`config.mk`:
```
export PLATFORM = sky130hd
export DESIGN_NAME = command_controller_rw
export DESIGN_NICKNAME = d
export VERILOG_FILES = /design/src/rtl/command_controller_pkg.sv /design/src/rtl/command_controller_rw_timer.sv /design/src/rtl/command_controller_rw.sv
export SDC_FILE = /design/constraint.sdc
export NUM_CORES = 1
export LEC_CHECK = 0
export ABC_CLOCK_PERIOD_IN_PS = 2100
export BUFFER_PORTS_ARGS = -buffer_cell sky130_fd_sc_hd__buf_2
export CAP_MARGIN = 10
export CORE_MARGIN = 2
export CORE_UTILIZATION = 56
export DETAILED_ROUTE_END_ITERATION = 7
export MAX_ROUTING_LAYER = met4
export PLACE_DENSITY = 0.79
export SYNTH_ARGS = -nofsm -noshare
export SYNTH_HDL_FRONTEND = slang
export SYNTH_SLANG_ARGS = --single-unit
```
`constraint.sdc`:
```
create_clock -name clk -period 2.1 [get_ports clk]
set_input_delay 0.42 -clock clk [delete_from_list [all_inputs] [get_ports clk]]
set_output_delay 0.42 -clock clk [all_outputs]
set_load 0.02 [all_outputs]
```
`src/rtl/command_controller_pkg.sv`:
```
// Shared types and constants for the byte-stream register-bank command controller.
package command_controller_pkg;

    typedef enum logic [2:0] {
        ST_IDLE,
        ST_ADDR,
        ST_WDATA,
        ST_WPULSE,
        ST_RREQ,
        ST_RWAIT,
        ST_TX
    } state_t;

    localparam logic [7:0] CMD_WRITE = 8'h01;
    localparam logic [7:0] CMD_READ  = 8'h02;

    // Byte counter must hold 0..max(ADDR_BYTES, DATA_BYTES).
    function automatic int cnt_width(input int addr_bytes, input int data_bytes);
        return $clog2(((addr_bytes > data_bytes) ? addr_bytes : data_bytes) + 1);
    endfunction

endpackage

```
`src/rtl/command_controller_rw_timer.sv`:
```
// Inter-byte timeout: a down-counter reloaded on clear, expiring when it
// would step past 1 while running.
module cmd_timeout_timer #(
    parameter int TIMEOUT_CYCLES = 1000
) (
    input  logic clk,
    input  logic i_reset,
    input  logic i_clear,
    input  logic i_run,
    output logic o_expired
);

    generate
        if (TIMEOUT_CYCLES == 0) begin : g_off
            assign o_expired = 1'b0;
        end else begin : g_on
            localparam int CW = $clog2(TIMEOUT_CYCLES + 1);
            logic [CW-1:0] cnt_q;

            always_ff @(posedge clk) begin
                if (!i_reset) begin
                    cnt_q <= '0;
                end else if (i_clear) begin
                    cnt_q <= CW'(TIMEOUT_CYCLES);
                end else if (i_run && cnt_q != '0) begin
                    cnt_q <= cnt_q - 1'b1;
                end
            end

            // Ignores i_clear so a byte landing on the expiry cycle loses to the timeout.
            assign o_expired = i_run && (cnt_q == CW'(1));
        end
    endgenerate

endmodule

```
`src/rtl/command_controller_rw.sv`:
```
// Parses a byte stream into register-bank writes and reads, and returns read
// data as a byte stream with valid/ready handshake.
//
//   state     | meaning
//   ST_IDLE   | waiting for a command byte
//   ST_ADDR   | shifting in ADDR_BYTES address bytes
//   ST_WDATA  | shifting in DATA_BYTES write-data bytes
//   ST_WPULSE | o_w_en held high for PULSE_W_EN_LEN cycles
//   ST_RREQ   | issuing the one-cycle read request
//   ST_RWAIT  | waiting for i_r_valid
//   ST_TX     | streaming read data out, MSB byte first
module command_controller_rw
    import command_controller_pkg::*;
#(
    parameter int ADDR_BYTES     = 1,
    parameter int DATA_BYTES     = 4,
    parameter int PULSE_W_EN_LEN = 1,
    parameter int TIMEOUT_CYCLES = 1000
) (
    input  logic                    clk,
    input  logic                    i_reset,
    input  logic [7:0]              i_data,
    input  logic                    i_dv,
    output logic [8*ADDR_BYTES-1:0] o_w_addr,
    output logic [8*DATA_BYTES-1:0] o_w_data,
    output logic                    o_w_en,
    output logic [8*ADDR_BYTES-1:0] o_r_addr,
    output logic                    o_r_en,
    input  logic [8*DATA_BYTES-1:0] i_r_data,
    input  logic                    i_r_valid,
    output logic [7:0]              o_tx_data,
    output logic                    o_tx_dv,
    input  logic                    i_tx_ready,
    output logic                    o_err,
    output logic                    o_busy
);

    localparam int AW    = 8 * ADDR_BYTES;
    localparam int DW    = 8 * DATA_BYTES;
    localparam int CNT_W = cnt_width(ADDR_BYTES, DATA_BYTES);
    localparam int PW    = $clog2(PULSE_W_EN_LEN + 1);

    state_t           state_q, state_d;
    logic             is_read_q;
    logic [CNT_W-1:0] byte_cnt_q;
    logic [PW-1:0]    pulse_cnt_q;
    logic [AW-1:0]    addr_sr_q, addr_next;
    logic [DW-1:0]    data_sr_q, data_next;
    logic [DW-1:0]    rdata_q;

    logic start, addr_shift, data_shift, w_commit, r_req, r_latch, tx_adv;
    logic err_d, byte_last;
    logic expired, tmr_clear, tmr_run;

    assign addr_next = (addr_sr_q << 8) | AW'(i_data);
    assign data_next = (data_sr_q << 8) | DW'(i_data);
    assign byte_last = (state_q == ST_ADDR) ? (byte_cnt_q == CNT_W'(ADDR_BYTES - 1))
                                            : (byte_cnt_q == CNT_W'(DATA_BYTES - 1));

    assign tmr_run   = state_q inside {ST_ADDR, ST_WDATA, ST_RWAIT};
    assign tmr_clear = i_dv || ((state_d != state_q) && (state_d inside {ST_ADDR, ST_WDATA, ST_RWAIT}));

    cmd_timeout_timer #(
        .TIMEOUT_CYCLES(TIMEOUT_CYCLES)
    ) u_timer (
        .clk      (clk),
        .i_reset  (i_reset),
        .i_clear  (tmr_clear),
        .i_run    (tmr_run),
        .o_expired(expired)
    );

    always_ff @(posedge clk) begin
        if (!i_reset) state_q <= ST_IDLE;
        else          state_q <= state_d;
    end

    always_comb begin
        state_d    = state_q;
        err_d      = 1'b0;
        start      = 1'b0;
        addr_shift = 1'b0;
        data_shift = 1'b0;
        w_commit   = 1'b0;
        r_req      = 1'b0;
        r_latch    = 1'b0;
        tx_adv     = 1'b0;
        case (state_q)
            ST_IDLE: begin
                if (i_dv) begin
                    if (i_data == CMD_WRITE || i_data == CMD_READ) begin
                        start   = 1'b1;
                        state_d = ST_ADDR;
                    end else begin
                        err_d = 1'b1;
                    end
                end
            end
            ST_ADDR: begin
                if (expired) begin
                    err_d   = 1'b1;
                    state_d = ST_IDLE;
                end else if (i_dv) begin
                    addr_shift = 1'b1;
                    if (byte_last) state_d = is_read_q ? ST_RREQ : ST_WDATA;
                end
            end
            ST_WDATA: begin
                if (expired) begin
                    err_d   = 1'b1;
                    state_d = ST_IDLE;
                end else if (i_dv) begin
                    data_shift = 1'b1;
                    if (byte_last) begin
                        w_commit = 1'b1;
                        state_d  = ST_WPULSE;
                    end
                end
            end
            ST_WPULSE: begin
                err_d = i_dv;
                if (pulse_cnt_q == '0) state_d = ST_IDLE;
            end
            ST_RREQ: begin
                err_d   = i_dv;
                r_req   = 1'b1;
                state_d = ST_RWAIT;
            end
            ST_RWAIT: begin
                err_d = i_dv;
                if (expired) begin
                    err_d   = 1'b1;
                    state_d = ST_IDLE;
                end else if (i_r_valid) begin
                    r_latch = 1'b1;
                    state_d = ST_TX;
                end
            end
            ST_TX: begin
                err_d = i_dv;
                if (i_tx_ready) begin
                    tx_adv = 1'b1;
                    if (byte_last) state_d = ST_IDLE;
                end
            end
            default: state_d = ST_IDLE;
        endcase
    end

    always_ff @(posedge clk) begin
        if (!i_reset) begin
            is_read_q   <= 1'b0;
            byte_cnt_q  <= '0;
            pulse_cnt_q <= '0;
            addr_sr_q   <= '0;
            data_sr_q   <= '0;
            rdata_q     <= '0;
            o_w_addr    <= '0;
            o_w_data    <= '0;
            o_w_en      <= 1'b0;
            o_r_addr    <= '0;
            o_r_en      <= 1'b0;
            o_err       <= 1'b0;
        end else begin
            // A new command discards anything left over from an aborted one.
            if (start) begin
                is_read_q  <= (i_data == CMD_READ);
                byte_cnt_q <= '0;
                addr_sr_q  <= '0;
                data_sr_q  <= '0;
            end else if (addr_shift || data_shift || tx_adv) begin
                byte_cnt_q <= byte_last ? '0 : byte_cnt_q + 1'b1;
            end
            if (addr_shift) addr_sr_q <= addr_next;
            if (data_shift) data_sr_q <= data_next;

            if (w_commit) begin
                o_w_addr    <= addr_sr_q;
                o_w_data    <= data_next;
                pulse_cnt_q <= PW'(PULSE_W_EN_LEN - 1);
            end else if (state_q == ST_WPULSE && pulse_cnt_q != '0) begin
                pulse_cnt_q <= pulse_cnt_q - 1'b1;
            end
            o_w_en <= w_commit || (state_q == ST_WPULSE && pulse_cnt_q != '0);

            if (r_req) o_r_addr <= addr_sr_q;
            o_r_en <= r_req;

            if (r_latch)     rdata_q <= i_r_data;
            else if (tx_adv) rdata_q <= rdata_q << 8;

            o_err <= err_d;
        end
    end

    assign o_tx_data = rdata_q[DW-1 -: 8];
    assign o_tx_dv   = (state_q == ST_TX);
    assign o_busy    = (state_q != ST_IDLE);

endmodule

```
==> out/metrics.csv <==
metric,value,unit
post-detail-place hpwl,9790,um
Synth Cell Area,6060,sq um
Slew Limit Headroom,64.3,%
Synth area leaders,"dfxtp_1 (44%), nand2_1 (9.0%), a21boi_0 (6.6%)",
Worst-Margin Slew,0.534,ns
I/O pin count,106,
Max stage delay on crit path,0.48,ns
register area share after synthesis,43.9,%
Placed Area,6700,sq um
die height,108,um
Most Crowded Layer GR,met2,
Initial Util,58.2,%
initial DRC count,373,
DIE AREA,11700,sq um
initial antenna violation count,0,
CTS root buf,clkbuf_8,
Core Region,10400,sq um
"Period Utilization, post-route",97.1,%
crit path max-delay cell type,or3_2,
Mapped Cells,674,
first-pass GRT wire length,23700,um
Net Sw Power,1.20,mW
"Remaining Overflow, GRT",0,
"Clk Latency, worst-skew pair",0.52,ns
number of synthesized flops with an enable pin,0,
met2 Use GR,41.5,%
Hold Crit Class,in2reg,
Logic pwr share,3.4,%
# port buffers,105,
area delta synth->final,20.7,%
Nets,823,
GRT met1 Usage,35.0,%
via count,5191,
Clock Tree Buf Depth,2,
RSZ-0062 raised after global routing,yes,
Bufs and invs on worst path,2,
VDD IR-drop max,0.419,mV
TritonCTS buffer count,17,
Int Pwr,4.30,mW
final wirelength,14600,um
CP arrival,2.44,ns
cell family with most CP delay,simple AND/OR/NAND/NOR gates,
hold_buf cts,0,
YS warnings,0,
"Net Count, Synth",725,
ANT cells,0,
top cell type's share of synthesized area,43.9,%
overall power,5.50,mW
Crit path required time,2.50,ns
leak pwr,3.31,nW
maximum clock frequency,491,MHz
worst-path cell chain,"inv_1, ha_1, and4_4, or3_2, clkbuf_8, o211a_1",
worst clock skew,0.00835,ns
CP max FO,57,
minimum clock period,2.04,ns
nature of the critical path endpoint,flip-flop,
share of layout cells above drive strength 1,25.0,%
synthesis-stage register bit count,133,
CTS clock-pin slew for the worst setup and hold paths,0.06,ns
Setup TNS,0,ns
Hold Fails Final Rpt,0,
post-synth top area cell,dfxtp_1,
PD cells,753,nW/um^2
Rows,37,
All-Layer GR Usage,26.3,%
power share of the clock group,50.4,%
Final Core Density,70.2,%
Max-Cap Viols,0,
clock net sink count,133,
Switching Fraction,21.8,%
final setup violation count,0,
grt met3 use,5.42,%
Synth cell types,64,
Syn Area/Cell,8.99,sq um
vias in the first global route,4881,
Final ANT Viol Nets,0,
Pre-antenna DRT Iters,7,
H-Tree Depth,4,
Reg power frac,46.3,%
detail-routed via count per cell,5.64,
Critical Setup Path Class,reg2reg,
final instance area,7310,sq um
Die W,108,um
Avg WL per Cell,15.9,um
# DRC,0,
CTS tree,built,
CP Launch Type,flip-flop,
Placer Congestion,0.873,
status,"finished, final reports clean",
Async SR Flop Fraction,0,%
largest net degree at the start of global routing,58,
ys flop type,dfxtp_1,
max-slew violations,0,
-- power by group through the flow --
stage          clock [mW]  combinational, mW  sequential (mW)
3_5_place_dp            0              0.181             2.60
3_3_place_gp            0              0.176             2.60
4_1_cts              2.80              0.183             2.55
5_1_grt              2.92              0.200             2.55
2_1_floorplan           0             0.0932             2.60
6_report             2.77              0.185             2.55
-- what timing repair did --
item	in CTS	in global routing
gates cloned	0	0
gates resized for setup	1	9
buffers inserted	0	2
setup endpoints to repair	1	54
pin swaps	0	7
-- cells in the final DEF, fill, tap and decap left out, types with 6 or more instances in the layout --
cell type / n
mux2i_1: 33
o21ai_1: 6
nor2b_1: 20
o211a_1: 24
nand3_1: 40
buf_4: 28
xnor2_1: 8
a21boi_1: 20
nor2_1: 15
inv_1: 6
o21ai_0: 12
nand2_1: 145
a21oi_1: 15
and3_1: 9
a21boi_0: 53
buf_2: 105
dfxtp_1: 132
clkbuf_16: 16
-- synth_stat cells (15+ instances only) --
library cell and count:
dfxtp_1 133, mux2i_1 33, nor2b_1 20, clkbuf_1 22, buf_2 15, nor2_1 15, nand2_1 146, a21boi_1 20
a21oi_1 15, buf_4 15, o211a_1 24, nand3_1 41, a21boi_0 53
-- worst paths after layout --
path	to	startpoint	slack, ns	depth (start not counted)
setup reg to reg	rdata_q[20]	u_timer.g_on.cnt_q[1]	0.06	6
hold reg to reg	o_w_data[26]	o_w_data[26]	0.45	2
hold / removal	rdata_q[24]	i_r_data[24]	0.14	2
setup / recovery	rdata_q[20]	u_timer.g_on.cnt_q[1]	0.06	6
-- sequential cells by signal, summed over array words and instances, names as in the netlist --
signal,cells
addr_sr_q,8
byte_cnt_q,3
data_sr_q,24
is_read_q,1
o_err,1
o_r_addr,8
o_r_en,1
o_w_addr,8
o_w_data,32
o_w_en,1
pulse_cnt_q,1
rdata_q,32
state_q,3
u_timer.g_on.cnt_q,10
-- layer usage --
metal / vias up / share of wire, %
met5: - / 0
met4: 0 / 0.75
met3: 16 / 5.9
met2: 173 / 47
met1: 2473 / 46
li1: 2529 / -
-- through the flow --
stage / hold WS, ns / setup slack [ns] / cells
2_1_floorplan: 0.431 / 0.206 / 674
3_3_place_gp: 0.441 / 0.0668 / 887
3_5_place_dp: 0.445 / 0.0155 / 887
4_1_cts: 0.126 / 0.0265 / 918
5_1_grt: 0.128 / -0.0312 / 920
6_report: 0.145 / 0.0613 / 920
-- logic make-up (layout without fill, tap and decap cells) --
logic type	Yosys count	after routing	share of synthesized area, %
AO/OA/AOI/OAI	154	154	19.5
buffers and inverters	65	175	6.09
AND/OR/NAND/NOR	273	273	22.3
multiplexers	33	33	5.45
adder cells (fa/ha/maj)	6	6	1.24
XOR/XNOR	10	10	1.45
flip-flops	133	133	43.9
-- final cells by class --
type / count / area, sq um
clock buffers: 19 / 422
clock inverters: 12 / 131
fillers: 798 / 3100
inverters: 6 / 22.5
multi-input cells: 476 / 3070
flip-flops and latches: 133 / 2660
well taps: 136 / 170
repair buffers: 138 / 830
(Power assumes the default switching activity.)
